==> src/rtl/beam_power_scheduler_pkg.sv <==
// ============================================================================
// Module  : beam_power_scheduler_pkg
// Brief   : Shared types and width helpers for the beam power scheduler.
// Revision: 1.0 - initial release
// ============================================================================
`default_nettype none

package beam_power_scheduler_pkg;

  typedef enum logic [2:0] {
    ST_IDLE   = 3'd0,
    ST_SELECT = 3'd1,
    ST_FLUSH  = 3'd2,
    ST_ACCUM  = 3'd3,
    ST_REPORT = 3'd4
  } state_t;

  // Exact worst-case width of one clock's slot sum.
  function automatic int slot_sum_bits(input int outbits, input int demux);
    return outbits + $clog2(demux);
  endfunction

  function automatic int acc_bits(input int outbits, input int demux, input int window);
    return slot_sum_bits(outbits, demux) + $clog2(window);
  endfunction

  function automatic int idx_bits(input int n);
    return (n > 1) ? $clog2(n) : 1;
  endfunction

  // Shared flush/window counter must hold the larger of the two loads.
  function automatic int cnt_bits(input int pipe_lat, input int window);
    int m;
    m = (pipe_lat + 1 > window) ? pipe_lat + 1 : window;
    return $clog2(m + 1);
  endfunction

endpackage

`default_nettype wire

==> src/rtl/beam_power_scheduler_power_sum_tree.sv <==
// ============================================================================
// Module  : power_sum_tree
// Brief   : Sums DEMUX squared slots per clock into one registered word.
// Revision: 1.0 - initial release
// ============================================================================
`default_nettype none

module power_sum_tree
  import beam_power_scheduler_pkg::*;
#(
  parameter int   DEMUX   = 16,
  parameter int   OUTBITS = 6,
  localparam int  SUMBITS = slot_sum_bits(OUTBITS, DEMUX)
) (
  input  logic                       clk,
  input  logic                       rst,
  input  logic [OUTBITS*DEMUX-1:0]   sq_in,
  output logic [SUMBITS-1:0]         sum_out
);

  logic [SUMBITS-1:0] sum_d;
  logic [SUMBITS-1:0] sum_q;

  // Linear reduction; synthesis rebalances it into a tree.
  always_comb begin
    sum_d = '0;
    for (int i = 0; i < DEMUX; i++) begin
      sum_d = sum_d + SUMBITS'(sq_in[i*OUTBITS +: OUTBITS]);
    end
  end

  always_ff @(posedge clk) begin
    if (rst) begin
      sum_q <= '0;
    end else begin
      sum_q <= sum_d;
    end
  end

  assign sum_out = sum_q;

endmodule

`default_nettype wire

==> src/rtl/beam_power_scheduler.sv <==
// ============================================================================
// Module  : beam_power_scheduler
// Brief   : Sweeps beam delays, flushes the datapath, accumulates power and
//           hands one result per beam downstream over valid/ready.
// Revision: 1.0 - initial release
// ============================================================================
`default_nettype none

module beam_power_scheduler
  import beam_power_scheduler_pkg::*;
#(
  parameter int   DEMUX    = 16,
  parameter int   OUTBITS  = 6,
  parameter int   NBEAMS   = 8,
  parameter int   PIPE_LAT = 2,
  parameter int   WINDOW   = 4,
  localparam int  ACCBITS  = acc_bits(OUTBITS, DEMUX, WINDOW),
  localparam int  BEAMBITS = idx_bits(NBEAMS)
) (
  input  logic                      clk,
  input  logic                      rst,
  input  logic                      enable,
  input  logic [OUTBITS*DEMUX-1:0]  sq_in,
  output logic [BEAMBITS-1:0]       beam_sel,
  output logic [ACCBITS-1:0]        pwr_out,
  output logic [BEAMBITS-1:0]       pwr_beam,
  output logic                      pwr_valid,
  input  logic                      pwr_ready,
  output logic                      busy,
  output logic                      sweep_done
);

  localparam int                   SUMBITS    = slot_sum_bits(OUTBITS, DEMUX);
  localparam int                   CNTBITS    = cnt_bits(PIPE_LAT, WINDOW);
  localparam logic [CNTBITS-1:0]   FLUSH_LOAD = CNTBITS'(PIPE_LAT + 1);
  localparam logic [CNTBITS-1:0]   ACCUM_LOAD = CNTBITS'(WINDOW - 1);
  localparam logic [CNTBITS-1:0]   CNT_ONE    = CNTBITS'(1);
  localparam logic [BEAMBITS-1:0]  LAST_BEAM  = BEAMBITS'(NBEAMS - 1);

  state_t                state_q, state_d;
  logic [BEAMBITS-1:0]   beam_idx_q, beam_idx_d;
  logic [BEAMBITS-1:0]   beam_sel_q, beam_sel_d;
  logic [BEAMBITS-1:0]   pwr_beam_q, pwr_beam_d;
  logic [CNTBITS-1:0]    cnt_q, cnt_d;
  logic [ACCBITS-1:0]    acc_q, acc_d;
  logic                  sweep_done_q, sweep_done_d;
  logic [SUMBITS-1:0]    slot_sum;

  power_sum_tree #(
    .DEMUX   (DEMUX),
    .OUTBITS (OUTBITS)
  ) u_sum_tree (
    .clk     (clk),
    .rst     (rst),
    .sq_in   (sq_in),
    .sum_out (slot_sum)
  );

  // State register
  always_ff @(posedge clk) begin
    if (rst) begin
      state_q <= ST_IDLE;
    end else begin
      state_q <= state_d;
    end
  end

  // Next-state logic; enable is only consulted at beam boundaries.
  always_comb begin
    state_d = state_q;
    case (state_q)
      ST_IDLE:   if (enable) state_d = ST_SELECT;
      ST_SELECT: state_d = ST_FLUSH;
      ST_FLUSH:  if (cnt_q == CNT_ONE) state_d = ST_ACCUM;
      ST_ACCUM:  if (cnt_q == '0) state_d = ST_REPORT;
      ST_REPORT: if (pwr_ready) state_d = enable ? ST_SELECT : ST_IDLE;
      default:   state_d = ST_IDLE;
    endcase
  end

  // Outputs decoded from state
  always_comb begin
    busy      = (state_q != ST_IDLE);
    pwr_valid = (state_q == ST_REPORT);
  end

  // Datapath next values
  always_comb begin
    beam_idx_d   = beam_idx_q;
    beam_sel_d   = beam_sel_q;
    pwr_beam_d   = pwr_beam_q;
    cnt_d        = cnt_q;
    acc_d        = acc_q;
    sweep_done_d = 1'b0;
    case (state_q)
      ST_IDLE: begin
        beam_sel_d = '0;
      end
      ST_SELECT: begin
        beam_sel_d = beam_idx_q;
        acc_d      = '0;
        cnt_d      = FLUSH_LOAD;
      end
      ST_FLUSH: begin
        // The last flush cycle reloads the counter for the window.
        cnt_d = (cnt_q == CNT_ONE) ? ACCUM_LOAD : cnt_q - CNT_ONE;
      end
      ST_ACCUM: begin
        acc_d = acc_q + ACCBITS'(slot_sum);
        if (cnt_q == '0) begin
          pwr_beam_d = beam_idx_q;
        end else begin
          cnt_d = cnt_q - CNT_ONE;
        end
      end
      ST_REPORT: begin
        if (pwr_ready) begin
          beam_idx_d   = (beam_idx_q == LAST_BEAM) ? '0 : beam_idx_q + 1'b1;
          sweep_done_d = (beam_idx_q == LAST_BEAM);
        end
      end
      default: ;
    endcase
  end

  always_ff @(posedge clk) begin
    if (rst) begin
      beam_idx_q   <= '0;
      beam_sel_q   <= '0;
      pwr_beam_q   <= '0;
      cnt_q        <= '0;
      acc_q        <= '0;
      sweep_done_q <= 1'b0;
    end else begin
      beam_idx_q   <= beam_idx_d;
      beam_sel_q   <= beam_sel_d;
      pwr_beam_q   <= pwr_beam_d;
      cnt_q        <= cnt_d;
      acc_q        <= acc_d;
      sweep_done_q <= sweep_done_d;
    end
  end

  assign beam_sel   = beam_sel_q;
  assign pwr_out    = acc_q;
  assign pwr_beam   = pwr_beam_q;
  assign sweep_done = sweep_done_q;

endmodule

`default_nettype wire

==> config.mk <==
export PLATFORM = sky130hd
export DESIGN_NAME = beam_power_scheduler
export DESIGN_NICKNAME = d
export VERILOG_FILES = /design/src/rtl/beam_power_scheduler_pkg.sv /design/src/rtl/beam_power_scheduler_power_sum_tree.sv /design/src/rtl/beam_power_scheduler.sv
export SDC_FILE = /design/constraint.sdc
export NUM_CORES = 1
export LEC_CHECK = 0
export ABC_AREA = 0
export BUFFER_PORTS_ARGS = -buffer_cell sky130_fd_sc_hd__buf_2
export CELL_PAD_IN_SITES_DETAIL_PLACEMENT = 0
export CELL_PAD_IN_SITES_GLOBAL_PLACEMENT = 1
export CORE_ASPECT_RATIO = 2
export CORE_MARGIN = 4
export CORE_UTILIZATION = 41
export CTS_CLUSTER_SIZE = 30
export DETAILED_ROUTE_END_ITERATION = 8
export PLACE_DENSITY_LB_ADDON = 0.25
export SYNTH_ARGS = -nofsm -noshare
export SYNTH_HDL_FRONTEND = slang
export SYNTH_SLANG_ARGS = --single-unit
==> constraint.sdc <==
create_clock -name clk -period 7.4 [get_ports clk]
set_clock_uncertainty 0.1 [all_clocks]
set_input_delay 1.11 -clock clk [delete_from_list [all_inputs] [get_ports clk]]
set_output_delay 1.11 -clock clk [all_outputs]
set_load 0.01 [all_outputs]
### Yosys cells after proc, flatten, opt, wreduce, memory -nomap -nowiden

Index checks and enable logic that the tools add are counted.

* register bits: 38
* bits of input ports: 100

* $add $sub $neg: 18
* eq/ne operators: 11
* mux-type cells: 12
* bitwise logic cells: 2
* reduce and logical (&&, ||, !) cells: 11

Operators by type and width (number)
* adder 10 x 6 -> 10 bit: 14
* one-hot mux 12 bit (2 select lines): 1
* 2-to-1 mux 3 bit: 7
* one-hot mux 3 bit (5 select lines): 1
* adder 12 x 10 -> 12 bit: 1
* one-hot mux 3 bit (3 select lines): 1
* inequality test 2 bit (second input constant): 4
* adder 6 x 6 -> 7 bit: 1
* == test 3 x 1 -> 1 bit (second input constant): 2
* == test 3 x 2 -> 1 bit (second input constant): 2
* == test 3 bit (second input constant): 2
* logical NOT 3 bit: 2
* one-hot mux 3 bit (2 select lines): 1
* AND reduction 2 bit: 3
* nonzero test 3 bit: 2
* AND reduction 4 bit: 1
* nonzero test 2 bit: 2
* adder 3 x 1 -> 3 bit (second input constant): 1
* OR reduction 3 bit: 1
* subtractor 3 x 1 -> 3 bit (second input constant): 1
* inequality test 2 x 1 -> 1 bit (second input constant): 1
* NOT 1 bit: 2
* 2-to-1 mux 1 bit: 1

### Logic depth before layout (Yosys ltp)

* depth after elaboration: 15
* depth in mapped cells: 22

### Modules after synthesis

Synthesis repeated with hierarchy kept, for this count alone.

* cell total of the unflattened synthesis: 460
* area, all modules: 4461.8 µm²

Modules (own cells, without submodules)
* power_sum_tree: times used 1, cells each 266, area an instance 2797.7 µm², sequential area each 200.2 µm²
* beam_power_scheduler: times used 1, cells each 194, area an instance 1664.1 µm², sequential area each 560.5 µm²

### Least setup slack after synthesis

Ideal clock, no wire load.

* path kind: input -> register
* start point: input sq_in[0]
* end point: register u_sum_tree.sum_q[8], in the netlist u_sum_tree.sum_out[8]
* setup time: 0.062 ns
* data arrival time: 6.656 ns
* required time: 7.238 ns
* setup slack: 0.583 ns
* stages on the path: 21
* path buffers: 0
* path through: ha_1 > fa_1 > a21o_1 > a21oi_1 > xnor2_1 > fa_1 > inv_1 > fa_1 > fa_1 > fa_1 > inv_1 > fa_1 > inv_1 > fa_1 > inv_1 > ha_1 > nor2b_1 > o21ai_1 > a21boi_0 > or4_1 > nand3_1

* longest elaborated chain between the ends: 15

Ends and longest elaborated chain
* start: declaration: line beam_power_scheduler.sv:23 `input logic [OUTBITS*DEMUX-1:0] sq_in,`
* adder 6 x 6 -> 7 bit: line beam_power_scheduler_power_sum_tree.sv:28 `sum_d = sum_d + SUMBITS'(sq_in[i*OUTBITS +: OUTBITS]);`
* adder 10 x 6 -> 10 bit (14 in series): line beam_power_scheduler_power_sum_tree.sv:28
* end signal: assignment: line beam_power_scheduler_power_sum_tree.sv:36 `sum_q <= sum_d;`
* end: declaration: line beam_power_scheduler_power_sum_tree.sv:22 `logic [SUMBITS-1:0] sum_q;`

Every way passes these cells.
A chain may end at the register's enable or synchronous reset.

### Worst setup path in the final report

Same ends and word-level chain as after synthesis.

==> reports/results.ini <==
[grt]
grt_usage=0.168
grt_max_degree=42
grt_pass1_vias=3710
grt-ovfl-total=0
grt_pass1_wl_mm=16.1
antenna_found_initial=0

[power_and_ir_drop]
leakage_nw=2.74
power.density_mw_per_mm2=553
vdd_drop_max_mv=0.433

[floorplan]
core-area_mm2=0.0102
fp.dieArea_mm2=0.0124
rows=52
die_h_um=153
io_pins=121
fp.dieW_um=80.7
start_util=0.424

[synth]
synth_top_area_share=0.356
synthCells=447
yosysTopAreaCell=fa_1
avgSynthCellArea_um2=9.68
synthArstFlopShare=0
syn_nets=663
netlist_area_mm2=0.00433
synth.distinct_cells=45
synthTopCellsByArea=fa_1 (36%), dfxtp_1 (18%), ha_1 (11%), inv_1 (9.4%), a21oi_1 (2.4%)
synth-seq-cells=38
synth_edf_count=0
yosysSeqAreaShare=0.176
synth_flop_cell=dfxtp_1
yosysWarnings=0

[timing]
setup_violations=0
hold_ws_ns=0.369
max_freq_ghz=0.147
setup_tns_ns=0
fin_crit_sh=0.921
slew_violations=0
relSlewSlack=0.500
final_hold_viol_count=0
worst_pin_slew_ns=0.751
rsz0062_at_grt=false
min_period_ns=6.81

[clock_tree]
clk_pin_slew_ns=0.05
clock_latency_ns=0.28
cts_max_path_buffers=2
ctsHoldBuffers=0
root_buffer=clkbuf_16
cts_tree=yes
post_cts_resize_count=0
cts_inserted_buffers=5
cts.sinks=38
cts_setup_buffers=0
cts_max_level=2

[layout]
drive_gt1_frac=0.243
n_antenna_cell=0
fillers=1014
syn_to_final_growth_pct=21.0
nNetsFinal=783

[drt]
vias=3381
drt_wl_total_mm=9.58
drc=0
dr.first_iter.drc_count=96
wl_per_cell_um=13.6
ant_nets=0
routed_via_density=4.81
first_pass_iters=6

[critical_path]
arrival_ns=6.94
cp_cell_sequence=buf_2, ha_1, fa_1, a21o_1, a21oi_1, xnor2_1, fa_1, inv_1, fa_1, fa_1, fa_1, inv_1, fa_1, inv_1, fa_1, inv_1, ha_1, nor2b_1, o21ai_1, a21boi_0, or4_1, nand3_1
cp_common_cell=fa_1
cp_slowest_cell=fa_1
required_ns=7.52
cp_top_family=adder cells
slowest_delay_ns=0.54
crit_type=primary input to flip-flop
start_kind=primary input
endpoint_kind=flip-flop
worstPathMaxFanout=3
cp.buffers_inverters=5

[job]
cap_violations=0

[placement]
gp_congestion=0.779
io_buffer_count=120
dpl.hpwl_mm=8.59

[min_path]
hold_class=flip-flop to flip-flop

[run_status]
outcome=finished clean

-- cell usage in the layout (no fill, tap or decap), types with 2 or more instances in the layout --
cell       synthesis  layout
buf_2              1     120
inv_1            108     108
fa_1              77      77
ha_1              39      39
dfxtp_1           38      38
nor2_1            25      25
a21oi_1           21      21
nand2_1           14      14
o21ai_0           12      12
nand3_1           10      10
nor2b_1            9       9
xnor2_1            8       8
mux2i_1            7       7
a21o_1             6       6
nand2b_1           6       6
or3_1              5       5
a22o_1             5       5
nor3_1             5       5
nor3b_1            5       5
clkbuf_16          0       5
a21oi_2            4       4
nand4_1            4       4
xor2_1             3       3
o21bai_1           3       3
a31oi_1            3       3
clkbuf_8           0       3
and2_4             2       2
and3_1             2       2
nor4b_1            2       2
a32o_1             2       2
-- stage by stage --
stage          instances  utilization  worst slack, ns  cell area (um2)  power [mW]
2_1_floorplan        447            -            0.583             4330        2.22
3_3_place_gp         695        0.496            0.303             5070        2.66
3_5_place_dp         695        0.496            0.271             5070        2.73
4_1_cts              703        0.513            0.556             5240        2.98
5_1_grt              703        0.513            0.203             5240        3.37
6_report             703        0.513            0.587             5240        2.89
-- cell families (layout without fill, tap and decap cells) --
family,after synthesis,after routing,share of synthesized area
mux,8,8,0.0188
compound gates,62,62,0.0934
buf+inv,115,236,0.100
simple gates,97,97,0.121
fa+ha+maj,116,116,0.469
xor+xnor,11,11,0.0223
flops,38,38,0.176
-- layer usage --
| metal | track usage | share of wire |
|---|---|---|
| met5 | 0 | 0 |
| met4 | 0.0532 | 0.022 |
| met1 | 0.144 | 0.30 |
| met2 | 0.367 | 0.64 |
| met3 | 0.0141 | 0.039 |
-- worst register-to-register path, cell delays in order, from the launching register on --
cell     delay, ns
dfxtp_1       0.56
nor2b_1       0.47
nand2_1       0.21
nor2_2        0.35
mux2i_1       0.24
nor2_1        0.05
-- flip-flops by register name, indices dropped and copies added (netlist names) --
register,flops
pwr_out,12
u_sum_tree.sum_out,10
beam_idx_q,3
beam_sel,3
cnt_q,3
pwr_beam,3
state_q,3
sweep_done,1
-- synthesized netlist by cell type (3+ instances only) --
library cell	number
xnor2_1	8
mux2i_1	7
o21ai_0	12
nand2_1	14
nor2_1	25
inv_1	108
a21o_1	6
a31oi_1	3
a21oi_2	4
fa_1	77
nand3_1	10
nand4_1	4
ha_1	39
a21oi_1	21
xor2_1	3
clkbuf_1	5
nor2b_1	9
a22o_1	5
nand2b_1	6
or3_1	5
dfxtp_1	38
o21bai_1	3
nor3b_1	5
nor3_1	5
-- final timing paths --
check	endpoint	depth (start not counted)	slack, ns	startpoint
worst max-delay path	u_sum_tree.sum_out[8]$_SDFF_PP0_	22	0.59	sq_in[0]
worst min-delay path	beam_sel[1]$_SDFFE_PP0P_	2	0.37	beam_sel[1]$_SDFFE_PP0P_
worst max register to register	pwr_beam[1]$_SDFFE_PP0P_	5	5.28	state_q[0]$_SDFFE_PP0P_
worst min register to register	beam_sel[1]$_SDFFE_PP0P_	2	0.37	beam_sel[1]$_SDFFE_PP0P_
-- final cells by class --
| type | count | area, um2 | share of cell area |
|---|---|---|---|
| inverter | 108 | 405 | 0.0774 |
| multi-input combinational | 294 | 3140 | 0.599 |
| timing repair buffer | 120 | 601 | 0.115 |
| clock buffer | 8 | 166 | 0.0318 |
| tap | 135 | 169 | 0.0323 |
| sequential | 38 | 761 | 0.145 |
-- power by group --
group / leakage, nW / switching (mW) / internal, mW
Combinational: 2.35 / 1.29 / 1.10
Clock: 0.0832 / 0.0806 / 0.152
Sequential: 0.310 / 0.0174 / 0.258
Total: 2.74 / 1.38 / 1.51
Power figures use the tool's default switching activity.
